**src/rtl/loader_pkg.sv**
```systemverilog
// Shared definitions for the instruction-memory loader.
//   DEPTH_DEFAULT : default number of 32-bit instruction-memory words
//   WORD_W        : instruction word width
//   state_t       : loader FSM states
package loader_pkg;

  localparam int unsigned DEPTH_DEFAULT = 64;
  localparam int unsigned WORD_W        = 32;

  typedef enum logic [2:0] {
    ST_IDLE     = 3'd0,
    ST_ASSEMBLE = 3'd1,
    ST_WRITE    = 3'd2,
    ST_DONE     = 3'd3,
    ST_ERROR    = 3'd4
  } state_t;

endpackage

```
**src/rtl/word_packer.sv**
```systemverilog
// Assembles a little-endian byte stream into 32-bit words.
//   clk        : clock
//   reset      : synchronous active-high reset
//   clear      : empties the assembly register and rewinds the byte index
//   accept     : byte_in is taken into the current byte lane this cycle
//   byte_in    : incoming program byte
//   word       : assembly register; lanes not yet written stay zero
//   final_byte : the next accepted byte completes the word (lane 3)
module word_packer
  import loader_pkg::*;
(
  input  logic              clk,
  input  logic              reset,
  input  logic              clear,
  input  logic              accept,
  input  logic [7:0]        byte_in,
  output logic [WORD_W-1:0] word,
  output logic              final_byte
);

  logic [1:0] idx;

  // Zero-fill of a partial word comes from clearing the whole register
  // between words rather than masking lanes on output.
  always_ff @(posedge clk) begin
    if (reset || clear) begin
      idx  <= '0;
      word <= '0;
    end else if (accept) begin
      word[{idx, 3'b000} +: 8] <= byte_in;
      idx                      <= idx + 2'd1;
    end
  end

  assign final_byte = (idx == 2'd3);

endmodule

```
**src/rtl/instr_mem_loader.sv**
```systemverilog
// Loads a program byte stream into instruction memory and holds the core
// in reset until a complete program has been written.
//   clk, reset   : clock and synchronous active-high reset
//   start        : one-cycle pulse beginning a load (ignored mid-load)
//   in_valid     : in_data carries a byte
//   in_data      : program byte, little-endian within each word
//   in_last      : final byte of the program
//   in_ready     : a byte is accepted when in_valid && in_ready
//   imem_we      : one-cycle write strobe
//   imem_addr    : word address of the write
//   imem_wdata   : word to write
//   core_reset   : high unless a program has loaded successfully
//   load_done    : load completed
//   load_error   : program exceeded DEPTH words
//   word_count   : words written in the current load
module instr_mem_loader
  import loader_pkg::*;
#(
  parameter  int unsigned DEPTH  = DEPTH_DEFAULT,
  localparam int unsigned ADDR_W = $clog2(DEPTH)
) (
  input  logic              clk,
  input  logic              reset,
  input  logic              start,
  input  logic              in_valid,
  input  logic [7:0]        in_data,
  input  logic              in_last,
  output logic              in_ready,
  output logic              imem_we,
  output logic [ADDR_W-1:0] imem_addr,
  output logic [31:0]       imem_wdata,
  output logic              core_reset,
  output logic              load_done,
  output logic              load_error,
  output logic [ADDR_W:0]   word_count
);

  localparam logic [ADDR_W-1:0] LAST_ADDR = ADDR_W'(DEPTH - 1);

  state_t            state;
  logic [ADDR_W-1:0] addr;
  logic [ADDR_W:0]   count;
  logic              word_has_last;
  logic              accept;
  logic              idle_like;
  logic              pk_clear;
  logic              final_byte;
  logic [WORD_W-1:0] word;

  assign idle_like = (state == ST_IDLE) || (state == ST_DONE) || (state == ST_ERROR);
  assign accept    = (state == ST_ASSEMBLE) && in_valid;
  // The packer empties both on a new load and as the word leaves WRITE.
  assign pk_clear  = (idle_like && start) || (state == ST_WRITE);

  word_packer u_packer (
    .clk        (clk),
    .reset      (reset),
    .clear      (pk_clear),
    .accept     (accept),
    .byte_in    (in_data),
    .word       (word),
    .final_byte (final_byte)
  );

  always_ff @(posedge clk) begin
    if (reset) begin
      state         <= ST_IDLE;
      addr          <= '0;
      count         <= '0;
      word_has_last <= 1'b0;
    end else begin
      case (state)
        ST_IDLE, ST_DONE, ST_ERROR: begin
          if (start) begin
            state         <= ST_ASSEMBLE;
            addr          <= '0;
            count         <= '0;
            word_has_last <= 1'b0;
          end
        end
        ST_ASSEMBLE: begin
          if (accept && (final_byte || in_last)) begin
            state         <= ST_WRITE;
            word_has_last <= in_last;
          end
        end
        ST_WRITE: begin
          count <= count + 1'b1;
          // Address saturates at the top word instead of wrapping.
          if (addr != LAST_ADDR) addr <= addr + 1'b1;
          if (word_has_last)           state <= ST_DONE;
          else if (addr == LAST_ADDR)  state <= ST_ERROR;
          else                         state <= ST_ASSEMBLE;
        end
        default: state <= ST_IDLE;
      endcase
    end
  end

  assign in_ready   = (state == ST_ASSEMBLE);
  // Gated by reset so an aborted load never writes in the reset cycle.
  assign imem_we    = (state == ST_WRITE) && !reset;
  assign imem_addr  = addr;
  assign imem_wdata = (state == ST_WRITE) ? word : '0;
  assign core_reset = (state != ST_DONE);
  assign load_done  = (state == ST_DONE);
  assign load_error = (state == ST_ERROR);
  assign word_count = count;

endmodule

```
**config.mk**
```make
export PLATFORM = sky130hd
export DESIGN_NAME = instr_mem_loader
export DESIGN_NICKNAME = d
export VERILOG_FILES = /design/src/rtl/loader_pkg.sv /design/src/rtl/word_packer.sv /design/src/rtl/instr_mem_loader.sv
export SDC_FILE = /design/constraint.sdc
export NUM_CORES = 1
export LEC_CHECK = 0
export ABC_CLOCK_PERIOD_IN_PS = 4400
export CAP_MARGIN = 25
export CORE_MARGIN = 5
export CORE_UTILIZATION = 53
export DETAILED_ROUTE_END_ITERATION = 16
export MAX_ROUTING_LAYER = met4
export PLACE_DENSITY = 0.83
export SETUP_SLACK_MARGIN = 0.15
export SLEW_MARGIN = 30
export SYNTH_ARGS = -nofsm -noshare
export SYNTH_HDL_FRONTEND = slang
export SYNTH_HIERARCHICAL = 1
export SYNTH_SLANG_ARGS = --single-unit
```
**constraint.sdc**
```tcl
create_clock -name clk -period 4.4 [get_ports clk]
set_input_delay 0.66 -clock clk [delete_from_list [all_inputs] [get_ports clk]]
set_output_delay 0.66 -clock clk [all_outputs]
set_load 0.05 [all_outputs]
```
Word-level counts from Yosys, hierarchy flattened

Index checks and enable logic that the tools add are counted.

Reductions and logical operators: 18
Multiplexer cells: 15
Eq/ne operators: 11
Add/sub/neg operators: 4
Shifts and indexed selects: 2

Operators with widths:

| cell                                                  | count |
|---|---|
| bitwise mux 32 bit                                    | 1 |
| 2-to-1 mux 32 bit                                     | 1 |
| variable shift 8 x 7 -> 32 bit (first input constant) | 1 |
| variable part select 8 x 7 -> 32 bit                  | 1 |
| one-hot mux 7 bit (2 select lines)                    | 1 |
| 2-to-1 mux 3 bit                                      | 4 |
| 2-to-1 mux 6 bit                                      | 2 |
| one-hot mux 6 bit (2 select lines)                    | 1 |
| one-hot mux 3 bit (3 select lines)                    | 1 |
| adder 7 x 1 -> 7 bit (second input constant)          | 1 |
| 2-to-1 mux 7 bit                                      | 1 |
| negator 5 -> 7 bit                                    | 1 |
| adder 6 x 1 -> 6 bit (second input constant)          | 1 |
| == test 3 x 2 -> 1 bit (second input constant)        | 2 |
| == test 6 bit (second input constant)                 | 1 |
| inequality test 6 bit (second input constant)         | 1 |
| AND reduction 3 bit                                   | 2 |
| logical OR 1 bit                                      | 5 |
| logical AND 1 bit                                     | 4 |
| inequality test 2 bit (second input constant)         | 2 |
| AND reduction 2 bit                                   | 2 |
| nonzero test 2 bit                                    | 2 |
| == test 3 x 1 -> 1 bit (second input constant)        | 1 |
| == test 3 bit (second input constant)                 | 1 |
| other kinds (9)                                       | 10 |

Bits of input ports: 13
Output and inout bits: 50
Register bits after elaboration: 51

Depth between registers and ports, before layout

Gate-level depths: netlist of run 1.

Depth in word-level cells: 6
Gate-level depth with buffers: 8
Mapped depth without buffers: 6

Modules after synthesis

The synthesis of run 1 kept the hierarchy.

By module, submodules not included:

| module           | times used | area each (um2) | cells an instance | sequential area each (um2) |
|---|---|---|---|---|
| word_packer      | 1          | 1,378.8         | 141               | 680.7 |
| instr_mem_loader | 1          | 1,223.7         | 154               | 340.3 |

Worst setup path before layout of run 1

Ideal clock, no wire load.

Kind: in2out
Start: input reset
End: output imem_we
Cell stages on the path: 1
Path buffers: 0
Arrival time: 1,878 ps
Slack: 1,862 ps
Data required time: 3,740 ps
Path through: nor3_1

Longest elaborated chain between the ends: 2

RTL lines:

| what              | RTL line                | source |
|---|---|---|
| from (decl)       | instr_mem_loader.sv:23  | `input logic reset,` |
| logical NOT 1 bit | instr_mem_loader.sv:102 | `assign imem_we = (state == ST_WRITE) && !reset;` |
| logical AND 1 bit | instr_mem_loader.sv:102 |  |
| to (decl)         | instr_mem_loader.sv:29  | `output logic imem_we,` |

Every way passes these cells.

Worst setup path in the final report of run 1

Start: register state[1]
End: output imem_wdata[11]

Longest elaborated chain between the ends: 2

RTL lines:

| what                   | RTL line                | source |
|---|---|---|
| from (decl)            | instr_mem_loader.sv:40  | `state_t state;` |
| from (signal assigned) | instr_mem_loader.sv:67  | `state <= ST_IDLE;` |
| from (signal assigned) | instr_mem_loader.sv:75  | `state <= ST_ASSEMBLE;` |
| from (signal assigned) | instr_mem_loader.sv:83  | `state <= ST_WRITE;` |
| == test 3 x 2 -> 1 bit | instr_mem_loader.sv:104 | `assign imem_wdata = (state == ST_WRITE) ? word : '0;` |
| 2-to-1 mux 32 bit      | instr_mem_loader.sv:104 |  |
| to (decl)              | instr_mem_loader.sv:31  | `output logic [31:0] imem_wdata,` |

Every way passes these cells.

==> results of run 1 <==
[layout make-up]
cell class / count / area, µm² / area share
Inverter: 9 / 33.8 / 0.0102
Timing Repair Buffer: 66 / 658 / 0.199
Clock inverter: 3 / 15.0 / 0.00454
Sequential cell: 51 / 1020 / 0.309
Tap cell: 67 / 83.8 / 0.0253
Clock buffer: 5 / 68.8 / 0.0208
Multi-Input combinational cell: 217 / 1430 / 0.432
[routing by layer]
| metal | routed length, µm | up-vias |
|---|---|---|
| li1 | - | 1184 |
| met1 | 2970 | 1087 |
| met2 | 2950 | 86 |
| met3 | 444 | 10 |
| met4 | 81 | 0 |
| met5 | 0 | - |
[worst register-to-register path: cells and delay by family (launching register included)]
family | cells | cell delay, ns
compound gates | 1 | 0.16
flops | 1 | 0.63
simple gates | 5 | 1.53
[sequential cells by signal (all words and copies together) (netlist names)]
name,count
state,3
u_packer/word,32
word_count,7
word_has_last,1
imem_addr,6
u_packer/idx,2
[through the flow]
stage               area [µm²]   util  cells
CTS                       3290  0.693    417
detailed placement        3210  0.675    409
global placement          3210  0.675    409
global route              3310  0.696    418
finish                    3310  0.696    418
floorplan                 2600      -    295
[worst min path at each step]
| stage | start | to | slack (ns) | depth (start not counted) |
|---|---|---|---|---|
| 2_1_floorplan | u_packer/word[7]$_SDFFE_PP0P_ | u_packer/word[7]$_SDFFE_PP0P_ | 0.43 | 2 |
| 3_3_place_gp | u_packer/word[4]$_SDFFE_PP0P_ | u_packer/word[4]$_SDFFE_PP0P_ | 0.44 | 2 |
| 3_5_place_dp | u_packer/word[4]$_SDFFE_PP0P_ | u_packer/word[4]$_SDFFE_PP0P_ | 0.45 | 2 |
| 4_1_cts | u_packer/word[24]$_SDFFE_PP0P_ | u_packer/word[24]$_SDFFE_PP0P_ | 0.46 | 2 |
| 5_1_grt | u_packer/word[24]$_SDFFE_PP0P_ | u_packer/word[24]$_SDFFE_PP0P_ | 0.47 | 2 |
| 6_report | u_packer/word[1]$_SDFFE_PP0P_ | u_packer/word[1]$_SDFFE_PP0P_ | 0.46 | 2 |
[cell families (layout without fill, tap and decap cells)]
family / after synthesis / after routing / share of synthesized area
DFF: 51 / 51 / 0.392
muxes: 3 / 3 / 0.0115
AOI/OAI and AO/OA: 69 / 69 / 0.201
adders and majority gates: 8 / 8 / 0.0385
xor gates and xnor gates: 1 / 1 / 0.00337
and+or+nand+nor: 136 / 136 / 0.295
buffers and inverters: 27 / 83 / 0.0586
[cell usage in the layout, fill, tap and decap left out, types with 4 or more instances in the layout]
cell / synthesis / final
a32oi_1: 9 / 9
ha_1: 8 / 8
dfxtp_1: 51 / 51
nand2_1: 30 / 30
clkdlybuf4s50_1: 0 / 62
inv_1: 9 / 9
nand2b_1: 4 / 4
a311oi_1: 4 / 4
clkbuf_8: 0 / 5
and2_1: 34 / 34
o21ai_0: 4 / 4
a32o_1: 8 / 8
nand4_1: 17 / 17
nand3_1: 7 / 7
nor3_1: 4 / 4
a21oi_1: 21 / 21
nor2_1: 20 / 20
[power by group through the flow]
stage	combinational, mW	clock (mW)	sequential (mW)
after floorplan	0.0594	0	0.481
after global placement	0.0842	0	0.483
after detailed placement	0.0854	0	0.483
after CTS	0.0857	0.265	0.472
after global routing	0.0943	0.286	0.473
final	0.0875	0.264	0.472
==> results.yml, run 1 <==
outcome:
  status: "completed"
timing:
  finalHoldViolations: 0
  min_period_ns: 3.30
  rsz0062_at_grt: "false"
  setup_viol: 0
  relSlewSlack: 0.539
  setup_tns_ns: 0
  post-route-period-util: 0.751
  whs_ns: 0.457
  worstMarginPinSlew_ns: 0.691
  max_freq_ghz: 0.303
  worst_slack_ns: 1.10
  final_max_slew_viol_count: 0
  finalClockSkew_ns: 0.0105
floorplanning:
  die-area_um2: 6410
  die_h_um: 80.1
  die_w_um: 80.1
  placementRows: 25
  initial_core_util: 0.547
  core_area_um2: 4750
  io_pins: 63
placed_design:
  gp_congestion: 0.909
  io_buffer_count: 62
  detailed_place_hpwl_mm: 4.47
  pre_cts_ws_ns: 1.16
grt:
  overflow: 0
  grt_util_met3: 0.0404
  busiest_layer: "met2"
  antenna_found_initial: 0
  grt_max_degree: 34
  grt_usage: 0.210
  first_global_vias: 2220
  met1_usage: 0.288
  grt_first_pass_wirelength_mm: 10.5
  use_met2: 0.315
setup_path:
  r2r_cells: 6
  reg2reg_to: "u_packer/word[28]$_SDFFE_PP0P_"
  startpoint_type: "flop"
  critPathLaunch: "state[1]$_SDFFE_PP0P_"
  cp_num_cells: 4
  cp_max_fo: 22
  critPathTopFamily: "buffers and inverters"
  endpoint: "imem_wdata[11]"
  slowest_delay_ns: 0.81
  r2r_setup_slack_ns: 2.00
  cp_slowest_cell: "clkdlybuf4s50_1"
  crit_type: "reg -> out"
  path_cells: "nor3b_4 > buf_8 > and2_1 > clkdlybuf4s50_1"
  cp_num_buf_inv: 2
  critPathCaptureType: "output pin"
  crit_arrival_ns: 2.64
  r2r-start: "state[0]$_SDFFE_PP0P_"
  cp.required_ns: 3.74
power_and_ir_drop:
  power_frac_clock: 0.321
  p_switching_mw: 0.218
  intPower_mw: 0.606
  power_density_nw_per_um2: 249
  power.leakage_nw: 1.11
  power_frac_seq: 0.573
  comb_power_share: 0.106
  total_power_mw: 0.824
  p_sw_frac: 0.264
  peakVddDrop_v: 0.000198
logic_synthesis:
  syn_area_per_cell_um2: 8.82
  yosys.area.top_type: "dfxtp_1"
  ys.flop_type: "dfxtp_1"
  synth_common_cells: "dfxtp_1 (51), and2_1 (34), nand2_1 (30), a21oi_1 (21), nor2_1 (20)"
  synth-edff-count: 0
  synth_cell_types: 52
  synth_seq_cells: 51
  synth_seq_area_share: 0.392
  yosysMostFrequentCell: "dfxtp_1"
  synth_top_area_share: 0.392
  synthTopCellsByArea: "dfxtp_1 (39%), and2_1 (8.2%), nand2_1 (4.3%)"
  async_flop_share: 0
  synthesis.area_um2: 2600
  synth_warnings: 6
  synthesis.nets: 316
  syn-instance-count: 295
routing:
  dr_total_vias: 2367
  final_antenna_net_count: 0
  viasPerCell: 5.66
  dr.pass1.iters: 4
  wl_mm: 6.44
  wl_per_cell_um: 15.4
  drc: 0
  first_iter_violations: 243
clock_tree:
  clock_sinks: 51
  clk_latency_ns: 0.31
  clk_pin_slew_worst_paths_ns: 0.09
  cts_tree: "yes"
  cts_root_buf: "clkbuf_8"
  hold_buffers: 0
  post_cts_resized: 0
  numCtsBuffers: 5
  cts_setup_buffers: 0
  cts_buffer_depth: 2
  h-tree-depth: 2
min_path:
  hold_class: "reg -> reg"
finish:
  diodes: 0
  drive_above_1_share: 0.0741
  fillCellCount: 390
  nNetsFinal: 371
  area_growth_pct: 27.2
run:
  maxCapViolCount: 0
(Power assumes the default switching activity.)
==> run 2, diff against run 1 <==
--- a/config.mk
+++ b/config.mk
@@ -5,13 +5,13 @@
 export SDC_FILE = /design/constraint.sdc
 export NUM_CORES = 1
 export LEC_CHECK = 0
-export ABC_CLOCK_PERIOD_IN_PS = 4400
+export ABC_CLOCK_PERIOD_IN_PS = 3200
 export CAP_MARGIN = 25
 export CORE_MARGIN = 5
-export CORE_UTILIZATION = 53
+export CORE_UTILIZATION = 49
 export DETAILED_ROUTE_END_ITERATION = 16
 export MAX_ROUTING_LAYER = met4
-export PLACE_DENSITY = 0.83
+export PLACE_DENSITY = 0.77
 export SETUP_SLACK_MARGIN = 0.15
 export SLEW_MARGIN = 30
 export SYNTH_ARGS = -nofsm -noshare
==> constraint.sdc (replaced) <==
create_clock -name clk -period 3.2 [get_ports clk]
set_input_delay 0.48 -clock clk [delete_from_list [all_inputs] [get_ports clk]]
set_output_delay 0.48 -clock clk [all_outputs]
set_load 0.05 [all_outputs]
==> run 2 against run 1 <==
Routed wire length down 1.1%; sequential power up 37%; global-route usage down 2.3 points; clock skew down 0.0029 ns; setup slack worse by 0.59 ns; critical path depth down 1; clock power up 36%; flip-flop and latch count unchanged; cell count up 0.48%; power up 37%.
==> results.yml, run 2 (synthesis results as in run 1) <==
grt:
  first_global_vias: 2115
  grt_max_degree: 34
  grt_first_pass_wirelength_mm: 10.6
  grt_usage: 0.186
  overflow: 0
  antenna_found_initial: 0
power_and_ir_drop:
  total_power_mw: 1.13
  peakVddDrop_v: 0.000222
  power_density_nw_per_um2: 348
  power.leakage_nw: 1.17
setup_path:
  startpoint_type: "flop"
  crit_type: "reg -> out"
  path_cells: "and2b_2 > nor2b_1 > clkdlybuf4s50_1"
  cp_num_buf_inv: 1
  slowest_delay_ns: 0.84
  cp_max_fo: 14
  crit_arrival_ns: 2.21
  critPathCaptureType: "output pin"
  critPathTopFamily: "buffers and inverters"
  cp.required_ns: 2.72
  cp_slowest_cell: "clkdlybuf4s50_1"
timing:
  finalHoldViolations: 0
  max_freq_ghz: 0.371
  rsz0062_at_grt: "false"
  min_period_ns: 2.69
  final_max_slew_viol_count: 0
  setup_tns_ns: 0
  worstMarginPinSlew_ns: 0.722
  finalClockSkew_ns: 0.00755
  relSlewSlack: 0.515
  setup_viol: 0
  post-route-period-util: 0.842
routing:
  dr.pass1.iters: 4
  final_antenna_net_count: 0
  first_iter_violations: 174
  viasPerCell: 5.59
  dr_total_vias: 2346
  wl_per_cell_um: 15.2
  drc: 0
  wl_mm: 6.36
clock_tree:
  clk_latency_ns: 0.30
  post_cts_resized: 0
  cts_setup_buffers: 0
  clock_sinks: 51
  hold_buffers: 0
  cts_tree: "yes"
  numCtsBuffers: 5
  cts_root_buf: "clkbuf_8"
  cts_buffer_depth: 2
  clk_pin_slew_worst_paths_ns: 0.09
  h-tree-depth: 2
placed_design:
  detailed_place_hpwl_mm: 4.54
  gp_congestion: 0.829
  io_buffer_count: 62
  dpl.cell_count: 412
min_path:
  hold_class: "reg -> reg"
floorplanning:
  die_w_um: 82.9
  io_pins: 63
  initial_core_util: 0.506
  core_area_um2: 5140
  placementRows: 26
  die-area_um2: 6870
  die_h_um: 82.9
run:
  maxCapViolCount: 0
finish:
  largest_register: "u_packer/word"
  area_growth_pct: 24.6
  diodes: 0
  fin_cells: 420
  fillCellCount: 489
  nNetsFinal: 370
  drive_above_1_share: 0.163
  largest_reg_flops: 32
  final_cell_mix: "dfxtp_1 (51), and2_1 (34), buf_4 (34), nand2_1 (30), clkdlybuf4s50_1 (29)"
  final_common_cell: "dfxtp_1"
outcome:
  status: "completed"
[run 2: tightest hold or removal path: cells and delay by family (launching register included)]
kind	cells	cell delay (ns)
flops	1	0.32
simple gates	1	0.05
compound gates	1	0.05
[run 2: path summary, 6_finish.rpt]
kind	start	cells after the start	slack [ns]	endpoint
worst max-delay path	state[0]$_SDFFE_PP0P_	3	0.51	in_ready
worst min-delay path	u_packer/word[7]$_SDFFE_PP0P_	2	0.45	u_packer/word[7]$_SDFFE_PP0P_
worst max register to register	state[0]$_SDFFE_PP0P_	6	0.84	u_packer/word[28]$_SDFFE_PP0P_
worst min register to register	u_packer/word[7]$_SDFFE_PP0P_	2	0.45	u_packer/word[7]$_SDFFE_PP0P_
[run 2: area by class of cell]
type                       count  area [µm²]  area share
sequential                    51        1020       0.315
tap                           70        87.6      0.0270
clock inverter                 2        12.5     0.00386
timing repair buffer          65         586       0.181
inverter                       9        33.8      0.0104
clock buffer                   6        72.6      0.0224
multi-input combinational    217        1430       0.441
[run 2: power by group]
part           leakage [nW]  total (mW)  internal (mW)  switching [mW]
Sequential            0.411       0.649          0.640         0.00933
Clock                0.0412       0.360          0.153           0.206
Combinational         0.721       0.121         0.0441          0.0768
[run 2: through the flow]
step           hold WS (ns)  utilization  cell area (µm²)  worst slack (ns)
2_1_floorplan         0.427            -             2600             0.765
3_3_place_gp          0.436        0.614             3160             0.830
3_5_place_dp          0.444        0.614             3160             0.764
4_1_cts               0.458        0.631             3240             0.502
5_1_grt               0.474        0.631             3240             0.385
6_report              0.454        0.631             3240             0.506
[run 2: metal layers]
layer | track usage | vias to the layer above | wire (µm) | part of all wire
met2 | 0.276 | 75 | 2920 | 0.46
met5 | - | - | 0 | 0
li1 | - | 1176 | - | -
met4 | 0.0490 | 0 | 23 | 0.0036
met3 | 0.0436 | 2 | 460 | 0.072
met1 | 0.256 | 1093 | 2960 | 0.47
